### src/rtl/fwd_hazard_ctrl_pkg.sv
// fwd_pkg: shared types and constants for the forwarding / hazard controller.
//   SEL_*        : encoding of the operand-forwarding selects seen by the EX stage
//   REG_IDX_W    : architectural register index width
//   stage_rec_t  : shadow record of one in-flight instruction (EX, MEM or WB)
package fwd_pkg;

  localparam int unsigned REG_IDX_W = 5;

  localparam logic [1:0] SEL_RF   = 2'b00;  // register-file data, no forward
  localparam logic [1:0] SEL_WB   = 2'b01;  // wbResult
  localparam logic [1:0] SEL_ALU  = 2'b10;  // aluResult (EX/MEM result)
  localparam logic [1:0] SEL_ZERO = 2'b11;  // zero operand, never generated here

  typedef struct packed {
    logic                 valid;
    logic [REG_IDX_W-1:0] rd;
    logic                 reg_write;
    logic                 mem_read;
  } stage_rec_t;

endpackage

### src/rtl/fwd_hazard_ctrl_if.sv
// fwd_hazard_ctrl_if: bundle between the ID/EX pipeline logic and the forwarding controller.
//   master : pipeline side, drives the ID instruction fields, flush and hold,
//            receives selOp1/selOp2, stall_id and stall_count
//   slave  : controller side, the mirror image
interface fwd_hazard_ctrl_if #(
  parameter int unsigned XLEN_IDX = 5,
  parameter int unsigned CNT_W    = 16
);

  logic                id_valid;
  logic [XLEN_IDX-1:0] id_rs1;
  logic [XLEN_IDX-1:0] id_rs2;
  logic [XLEN_IDX-1:0] id_rd;
  logic                id_reg_write;
  logic                id_mem_read;
  logic                id_use_rs1;
  logic                id_use_rs2;
  logic                flush;
  logic                hold;
  logic [1:0]          selOp1;
  logic [1:0]          selOp2;
  logic                stall_id;
  logic [CNT_W-1:0]    stall_count;

  modport master (
    output id_valid, id_rs1, id_rs2, id_rd, id_reg_write, id_mem_read,
    output id_use_rs1, id_use_rs2, flush, hold,
    input  selOp1, selOp2, stall_id, stall_count
  );

  modport slave (
    input  id_valid, id_rs1, id_rs2, id_rd, id_reg_write, id_mem_read,
    input  id_use_rs1, id_use_rs2, flush, hold,
    output selOp1, selOp2, stall_id, stall_count
  );

endinterface

### src/rtl/fwd_hazard_ctrl_sel_calc.sv
// fwd_sel_calc: combinational next-select for one operand.
//   i_use : operand is read from the register named by i_rs
//   i_rs  : source register index of the ID instruction
//   i_ex  : shadow record of the instruction currently in EX
//   i_mem : shadow record of the instruction currently in MEM
//   o_sel : SEL_ALU when the EX producer (non-load) matches, else SEL_WB when the
//           MEM producer matches, else SEL_RF; x0 never forwards
module fwd_sel_calc
  import fwd_pkg::*;
(
  input  logic                 i_use,
  input  logic [REG_IDX_W-1:0] i_rs,
  input  stage_rec_t           i_ex,
  input  stage_rec_t           i_mem,
  output logic [1:0]           o_sel
);

  logic w_ex_hit;
  logic w_mem_hit;

  // A load in EX has no result yet; that case is covered by the stall instead.
  assign w_ex_hit  = i_use && i_ex.valid && i_ex.reg_write && !i_ex.mem_read &&
                     (i_ex.rd == i_rs);
  assign w_mem_hit = i_mem.valid && i_mem.reg_write && (i_mem.rd == i_rs);

  always_comb begin
    o_sel = SEL_RF;
    if (i_rs != '0) begin
      if (w_ex_hit) begin
        o_sel = SEL_ALU;  // youngest producer wins
      end else if (w_mem_hit) begin
        o_sel = SEL_WB;
      end
    end
  end

endmodule

### src/rtl/fwd_hazard_ctrl.sv
// fwd_hazard_ctrl: operand-forwarding selects and load-use stall for a 5-stage pipeline.
// Sits beside the ID/EX register; keeps a shadow of the EX/MEM/WB destinations.
//   clk    : pipeline clock
//   resetn : asynchronous active-low reset
//   bus    : slave side of fwd_hazard_ctrl_if (ID fields, flush, hold in;
//            selOp1/selOp2 registered, stall_id combinational, stall_count out)
module fwd_hazard_ctrl
  import fwd_pkg::*;
#(
  parameter int unsigned XLEN_IDX = 5,
  parameter int unsigned CNT_W    = 16
) (
  input logic              clk,
  input logic              resetn,
  fwd_hazard_ctrl_if.slave bus
);

  stage_rec_t          r_ex;
  stage_rec_t          r_mem;
  stage_rec_t          r_wb;
  logic [1:0]          r_sel_op1;
  logic [1:0]          r_sel_op2;
  logic [CNT_W-1:0]    r_stall_cnt;

  logic [XLEN_IDX-1:0] w_rs1;
  logic [XLEN_IDX-1:0] w_rs2;
  logic [XLEN_IDX-1:0] w_rd;
  logic                w_rs1_ld_hit;
  logic                w_rs2_ld_hit;
  logic                w_stall;
  stage_rec_t          w_id_rec;
  logic [1:0]          w_sel1_calc;
  logic [1:0]          w_sel2_calc;
  logic [1:0]          w_sel2;
  logic                w_unused_wb;

  assign w_rs1 = bus.id_rs1;
  assign w_rs2 = bus.id_rs2;
  assign w_rd  = bus.id_rd;

  // Load-use: the load in EX has no data until it leaves MEM, so the consumer waits
  // one cycle and then picks the value up from WB.
  assign w_rs1_ld_hit = bus.id_use_rs1 && (w_rs1 == r_ex.rd);
  assign w_rs2_ld_hit = bus.id_use_rs2 && (w_rs2 == r_ex.rd);
  assign w_stall      = bus.id_valid && r_ex.valid && r_ex.mem_read && (r_ex.rd != '0) &&
                        (w_rs1_ld_hit || w_rs2_ld_hit) && !bus.flush;

  // Record entering EX on the next advance; stall and flush turn it into a bubble.
  always_comb begin
    w_id_rec           = '0;
    w_id_rec.valid     = bus.id_valid && !w_stall && !bus.flush;
    w_id_rec.rd        = w_rd;
    w_id_rec.reg_write = bus.id_reg_write;
    w_id_rec.mem_read  = bus.id_mem_read;
  end

  fwd_sel_calc u_sel_op1 (
    .i_use (bus.id_use_rs1),
    .i_rs  (w_rs1),
    .i_ex  (r_ex),
    .i_mem (r_mem),
    .o_sel (w_sel1_calc)
  );

  fwd_sel_calc u_sel_op2 (
    .i_use (bus.id_use_rs2),
    .i_rs  (w_rs2),
    .i_ex  (r_ex),
    .i_mem (r_mem),
    .o_sel (w_sel2_calc)
  );

  // Operand 2 carries the immediate when rs2 is not used, so it must never forward.
  assign w_sel2 = bus.id_use_rs2 ? w_sel2_calc : SEL_RF;

  always_ff @(posedge clk or negedge resetn) begin
    if (!resetn) begin
      r_ex        <= '0;
      r_mem       <= '0;
      r_wb        <= '0;
      r_sel_op1   <= SEL_RF;
      r_sel_op2   <= SEL_RF;
      r_stall_cnt <= '0;
    end else if (!bus.hold) begin
      r_wb      <= r_mem;
      r_mem     <= r_ex;
      r_ex      <= w_id_rec;
      r_sel_op1 <= w_id_rec.valid ? w_sel1_calc : SEL_RF;
      r_sel_op2 <= w_id_rec.valid ? w_sel2 : SEL_RF;
      if (w_stall && (r_stall_cnt != '1)) begin
        r_stall_cnt <= r_stall_cnt + 1'b1;
      end
    end
  end

  // The WB record completes the shadow pipeline; the register file covers WB producers,
  // so no select reads it.
  assign w_unused_wb = ^r_wb;

  assign bus.selOp1      = r_sel_op1;
  assign bus.selOp2      = r_sel_op2;
  assign bus.stall_id    = w_stall;
  assign bus.stall_count = r_stall_cnt;

endmodule

### src/flat_wrapper.sv
// flat-port wrapper written by rule: the top's interface ports become plain ports
module fwd_hazard_ctrl_flat import fwd_pkg::*;
#(
  parameter int unsigned XLEN_IDX = 5,
  parameter int unsigned CNT_W    = 16
)
  (clk, resetn, bus_id_valid, bus_id_rs1, bus_id_rs2, bus_id_rd, bus_id_reg_write, bus_id_mem_read, bus_id_use_rs1, bus_id_use_rs2, bus_flush, bus_hold, bus_selOp1, bus_selOp2, bus_stall_id, bus_stall_count);
  fwd_hazard_ctrl_if #(.XLEN_IDX(XLEN_IDX), .CNT_W(CNT_W)) bus_i ();
  input logic clk;
  input logic resetn;
  input wire logic [$bits(bus_i.id_valid)-1:0] bus_id_valid;
  input wire logic [$bits(bus_i.id_rs1)-1:0] bus_id_rs1;
  input wire logic [$bits(bus_i.id_rs2)-1:0] bus_id_rs2;
  input wire logic [$bits(bus_i.id_rd)-1:0] bus_id_rd;
  input wire logic [$bits(bus_i.id_reg_write)-1:0] bus_id_reg_write;
  input wire logic [$bits(bus_i.id_mem_read)-1:0] bus_id_mem_read;
  input wire logic [$bits(bus_i.id_use_rs1)-1:0] bus_id_use_rs1;
  input wire logic [$bits(bus_i.id_use_rs2)-1:0] bus_id_use_rs2;
  input wire logic [$bits(bus_i.flush)-1:0] bus_flush;
  input wire logic [$bits(bus_i.hold)-1:0] bus_hold;
  output wire logic [$bits(bus_i.selOp1)-1:0] bus_selOp1;
  output wire logic [$bits(bus_i.selOp2)-1:0] bus_selOp2;
  output wire logic [$bits(bus_i.stall_id)-1:0] bus_stall_id;
  output wire logic [$bits(bus_i.stall_count)-1:0] bus_stall_count;
  assign bus_i.id_valid = bus_id_valid;
  assign bus_i.id_rs1 = bus_id_rs1;
  assign bus_i.id_rs2 = bus_id_rs2;
  assign bus_i.id_rd = bus_id_rd;
  assign bus_i.id_reg_write = bus_id_reg_write;
  assign bus_i.id_mem_read = bus_id_mem_read;
  assign bus_i.id_use_rs1 = bus_id_use_rs1;
  assign bus_i.id_use_rs2 = bus_id_use_rs2;
  assign bus_i.flush = bus_flush;
  assign bus_i.hold = bus_hold;
  assign bus_selOp1 = bus_i.selOp1;
  assign bus_selOp2 = bus_i.selOp2;
  assign bus_stall_id = bus_i.stall_id;
  assign bus_stall_count = bus_i.stall_count;
  fwd_hazard_ctrl #(.XLEN_IDX(XLEN_IDX), .CNT_W(CNT_W)) u_core (.clk(clk), .resetn(resetn), .bus(bus_i));
endmodule
### config.mk
export PLATFORM = sky130hd
export DESIGN_NAME = fwd_hazard_ctrl_flat
export DESIGN_NICKNAME = d
export VERILOG_FILES = /design/src/rtl/fwd_hazard_ctrl_pkg.sv /design/src/rtl/fwd_hazard_ctrl_if.sv /design/src/rtl/fwd_hazard_ctrl_sel_calc.sv /design/src/rtl/fwd_hazard_ctrl.sv /design/src/flat_wrapper.sv
export SDC_FILE = /design/constraint.sdc
export NUM_CORES = 1
export LEC_CHECK = 0
export CAP_MARGIN = 20
export CELL_PAD_IN_SITES_DETAIL_PLACEMENT = 0
export CELL_PAD_IN_SITES_GLOBAL_PLACEMENT = 2
export CORE_ASPECT_RATIO = 0.7
export CORE_MARGIN = 2
export CORE_UTILIZATION = 32
export CTS_CLUSTER_DIAMETER = 50
export DETAILED_ROUTE_END_ITERATION = 10
export GPL_TIMING_DRIVEN = 0
export HOLD_SLACK_MARGIN = 0.1
export PLACE_DENSITY = 0.88
export SYNTH_ARGS = -nofsm -noshare
export SYNTH_HDL_FRONTEND = slang
export SYNTH_SLANG_ARGS = --single-unit
### constraint.sdc
create_clock -name clk -period 2.2 [get_ports clk]
set_clock_uncertainty 0.2 [all_clocks]
set_input_delay 0.33 -clock clk [delete_from_list [all_inputs] [get_ports clk]]
set_output_delay 0.33 -clock clk [all_outputs]
set_load 0.01 [all_outputs]
==> metrics.md <==
| Metric | Value |
|---|---|
| CTS tree | `done` |
| Slew @ Worst Pin | `about 0.8 ns` |
| Worst Path Required | `1.67 ns` |
| CP startpoint | `u_core.r_ex[4]$_DFFE_PN0N_` |
| Max FO, Critical Path | `6` |
| Worst-Skew Late Latency | `around 0.28 ns` |
| Ys Warns | `0` |
| CP Data Arrival Time | `~1.8 ns` |
| Placement Rows | `23` |
| Clock transition at path regs | `0.07 ns` |
| Period minus WS final | `between 2 and 2.5 ns` |
| Post-Synth Simple-Gate Area | `approximately 22%` |
| Synth Flop Type | `dfrtp_1` |
| H-tree levels | `2` |
| CP top delay family | `simple AND/OR/NAND/NOR gates` |
| Final max-slew violation count | `0` |
| Setup Crit Path Kind | `reg -> out` |
| GRT Resource Usage Total | `14.9%` |
| Hold_sp | `u_core.bus.stall_count[14]$_DFFE_PN0P_` |
| Compound-Gate Fraction of Synth Area | `under 10%` |
| Tot Pwr | `~1500 uW` |
| Post-route cell area | `~0.0027 mm^2` |
| Initial antenna violation count | `0` |
| CP cell instances | `or4_4 -> o21a_4 -> nand2_2 -> inv_2 -> buf_6` |
| Status | `finished with violations` |
| Maximum number of pins on one net before global-route repair | `36` |
| Mapped Cells | `between 150 and 200` |
| Core area | `about 0.0058 mm^2` |
| Chip width | `~100 um` |
| Setup crit end kind | `output port` |
| Synth Area in Adders | `less than 1%` |
| Mux cell area share after synthesis | `about 8.9%` |
| Final #Nets | `roughly 270` |
| EDFF count, synth | `0` |
| Num ports | `45` |
| Clock sinks | `35` |
| Register area share after synthesis | `between 40% and 50%` |
| CTS Root Cell | `clkbuf_8` |
| Final Worst Setup Slack | `-0.111 ns` |
| Clock tree buffer depth | `2` |
| Worst slew margin | `roughly 47%` |
| Slowest Stage Delay on Critical Path | `0.55 ns` |
| Setup TNS | `-0.111 ns` |
| Synth Register Bits | `35` |
| Area Growth Syn to Fin | `40.2%` |
| DR iter-0 viols | `between 60 and 70` |
| Max Fclk | `433 MHz` |
| Post-Synthesis Cell Area | `0.00195 mm^2` |
| Routed WL per cell | `around 15 um` |
| Drt total wl | `between 4 and 5 mm` |
| Post-DP Area | `around 0.0025 mm^2` |
| Num CTS Buffers | `5` |
| Largest family of logic cells by synthesized area | `simple AND/OR/NAND/NOR gates` |
| Antenna cells | `0` |
| Synth unique cells | `39` |
| Final ANT Viol Nets | `0` |
| Die Span Y | `69.2 um` |
| Share of cells above drive strength 1 | `26.0%` |
| Worst Setup Start Kind | `register` |
| Max IR drop VDD | `between 200 and 300 uV` |
| Post-DP HPWL | `approximately 3.5 mm` |
| Syn nets | `roughly 200` |
| # Max-Cap Violations | `0` |
| Synth area leader | `dfrtp_1` |
| Ratio of total power to cell area | `~540 mW/mm^2` |
| Syn_area_per_cell | `~11 um^2` |
| Fin crit share | `105%` |
| Global route overflow | `0` |
| Dpl cells | `295` |
| Place WS | `-0.796 ns` |
| Synth async-reset ratio | `100%` |
| Met3 wire len | `about 170 um` |
| Gpl congestion | `0.756` |
| Leak pwr | `roughly 0.0011 uW` |
| FILL cells | `approximately 570` |
| Vias per inst | `about 5` |
| DRC viols | `0` |
| Post-synth top area share | `a little under half` |
| Met2 WL | `1.97 mm` |
| Top cells by area, synth | `dfrtp_1 (45%), xnor2_1 (12%), mux2_2 (8.1%)` |
| RSZ-0062 raised after global routing | `true` |
| Post-synthesis xor/xnor area fraction | `between 15 and 20%` |
| Slowest CP cell | `or4_4` |
| Buffers & Inverters on Critical Path | `2` |
| Fin. Hold Viols | `0` |
| Die ar. | `slightly below 0.007 mm^2` |
| Hold Crit Class | `reg -> reg` |
| IO buf count | `44` |
| Global-route wire length before repair | `~8 mm` |
| Overall via count from detail_route | `~1500` |
| Worst r2r src | `u_core.r_ex[3]$_DFFE_PN0N_` |
| Vias in the first global route | `1535` |
| WL met1 | `about 2.5 mm` |
| Max layer used | `met4` |
| DRT Pass-1 Iters | `4` |
| Violated checks | `negative setup slack` |
| Starting Density | `33.6%` |
| Non-Filler Instances | `between 300 and 400` |
| Final setup vio count | `1` |
layout make-up:
class / instances / area, um^2 / area share, %
tap: 75 / 93.8 / 3.44
buffer: 5 / 37.5 / 1.38
multi-input combinational: 133 / 1050 / 38.4
clock buffer: 8 / 100 / 3.67
sequential: 35 / 881 / 32.3
timing repair buffer: 59 / 559 / 20.5
inverter: 2 / 7.51 / 0.275
routing by layer:
layer / vias to the layer above / GRT usage (%)
li1: 762 / -
met4: 0 / 4.69
met2: 33 / 20.4
met5: - / 0
met1: 749 / 23.1
met3: 2 / 3.23
power by group:
part	switching [uW]	internal (uW)
Sequential	36.5	679
Clock	219	286
Combinational	106	135
per-stage QoR:
stage          utilization (%)  hold WS, ns
3_5_place_dp              42.8        0.262
4_1_cts                   45.7        0.298
5_1_grt                   47.2        0.303
2_1_floorplan                -       -0.166
3_3_place_gp              42.9        0.279
6_report                  47.2        0.288
cells in the mapped netlist (2+ instances only):
master and number:
and3_1 5, and4_1 3, buf_2 3, dfrtp_1 35, inv_1 2, mux2_2 14
nand2_1 12, nand3_1 11, nand3_2 2, nand4_1 11, nor2_1 5, nor3_1 5
nor3b_1 2, nor4_1 3, o21ai_0 4, o21ai_1 2, or4_1 2, xnor2_1 26
xor2_1 9
cell usage in the layout (no fill, tap or decap), types with 2 or more instances in the layout:
cell type        instances
dfrtp_1                 31
buf_6                    4
and4_1                   3
nor4_1                   3
xnor2_1                 26
clkbuf_8                 7
o21ai_1                  2
xor2_1                   8
dfrtp_2                  4
nor2_1                   5
nand4_1                 11
and3_1                   4
o21ai_0                  4
nand3_1                 11
nand3_2                  2
mux2_2                  14
buf_2                    4
clkdlybuf4s50_1         38
buf_4                   12
nand2_1                 11
dlymetal6s2s_1           3
or4_1                    2
nor3_1                   5
worst register-to-register path, stage by stage, from the launching register on:
cell,delay (ns)
dfrtp_2,0.41
buf_6,0.13
buf_4,0.14
xnor2_1,0.11
and4_1,0.19
a32o_2,0.25
buf_4,0.16
nand3_2,0.10
mux2_4,0.30
final timing paths:
check,end,slack [ns],cells past startpoint
max in group asynchronous,u_core.r_ex[5]$_DFFE_PN0N_,0.76,2
min,u_core.bus.stall_count[14]$_DFFE_PN0P_,0.29,1
min in group asynchronous,u_core.bus.stall_count[9]$_DFFE_PN0P_,0.48,2
max,bus_stall_id,-0.11,5
max reg2reg,u_core.bus.stall_count[1]$_DFFE_PN0P_,0.09,8
min reg2reg,u_core.bus.stall_count[14]$_DFFE_PN0P_,0.29,1
flip-flops by register name, summed over array words and instances (netlist names):
signal and flops:
u_core.bus.selOp1 2, u_core.r_mem 7, u_core.r_ex 8, u_core.bus.selOp2 2, u_core.bus.stall_count 16
what timing repair did:
item,in CTS,in global routing
pin swaps,2,4
cloned,0,1
setup buffers,5,8
resized for setup,14,8
endpoints found under the setup margin,3,16
hold buffers,1,0
endpoints found under the hold margin,35,0
cells by family (layout without fill, tap and decap cells):
logic type	after synthesis	after routing
buf+inv	8	74
fa+ha+maj	1	1
simple gates	70	70
xor+xnor	35	35
flops	35	35
compound gates	12	12
mux	15	15
Power figures use the tool's default switching activity.
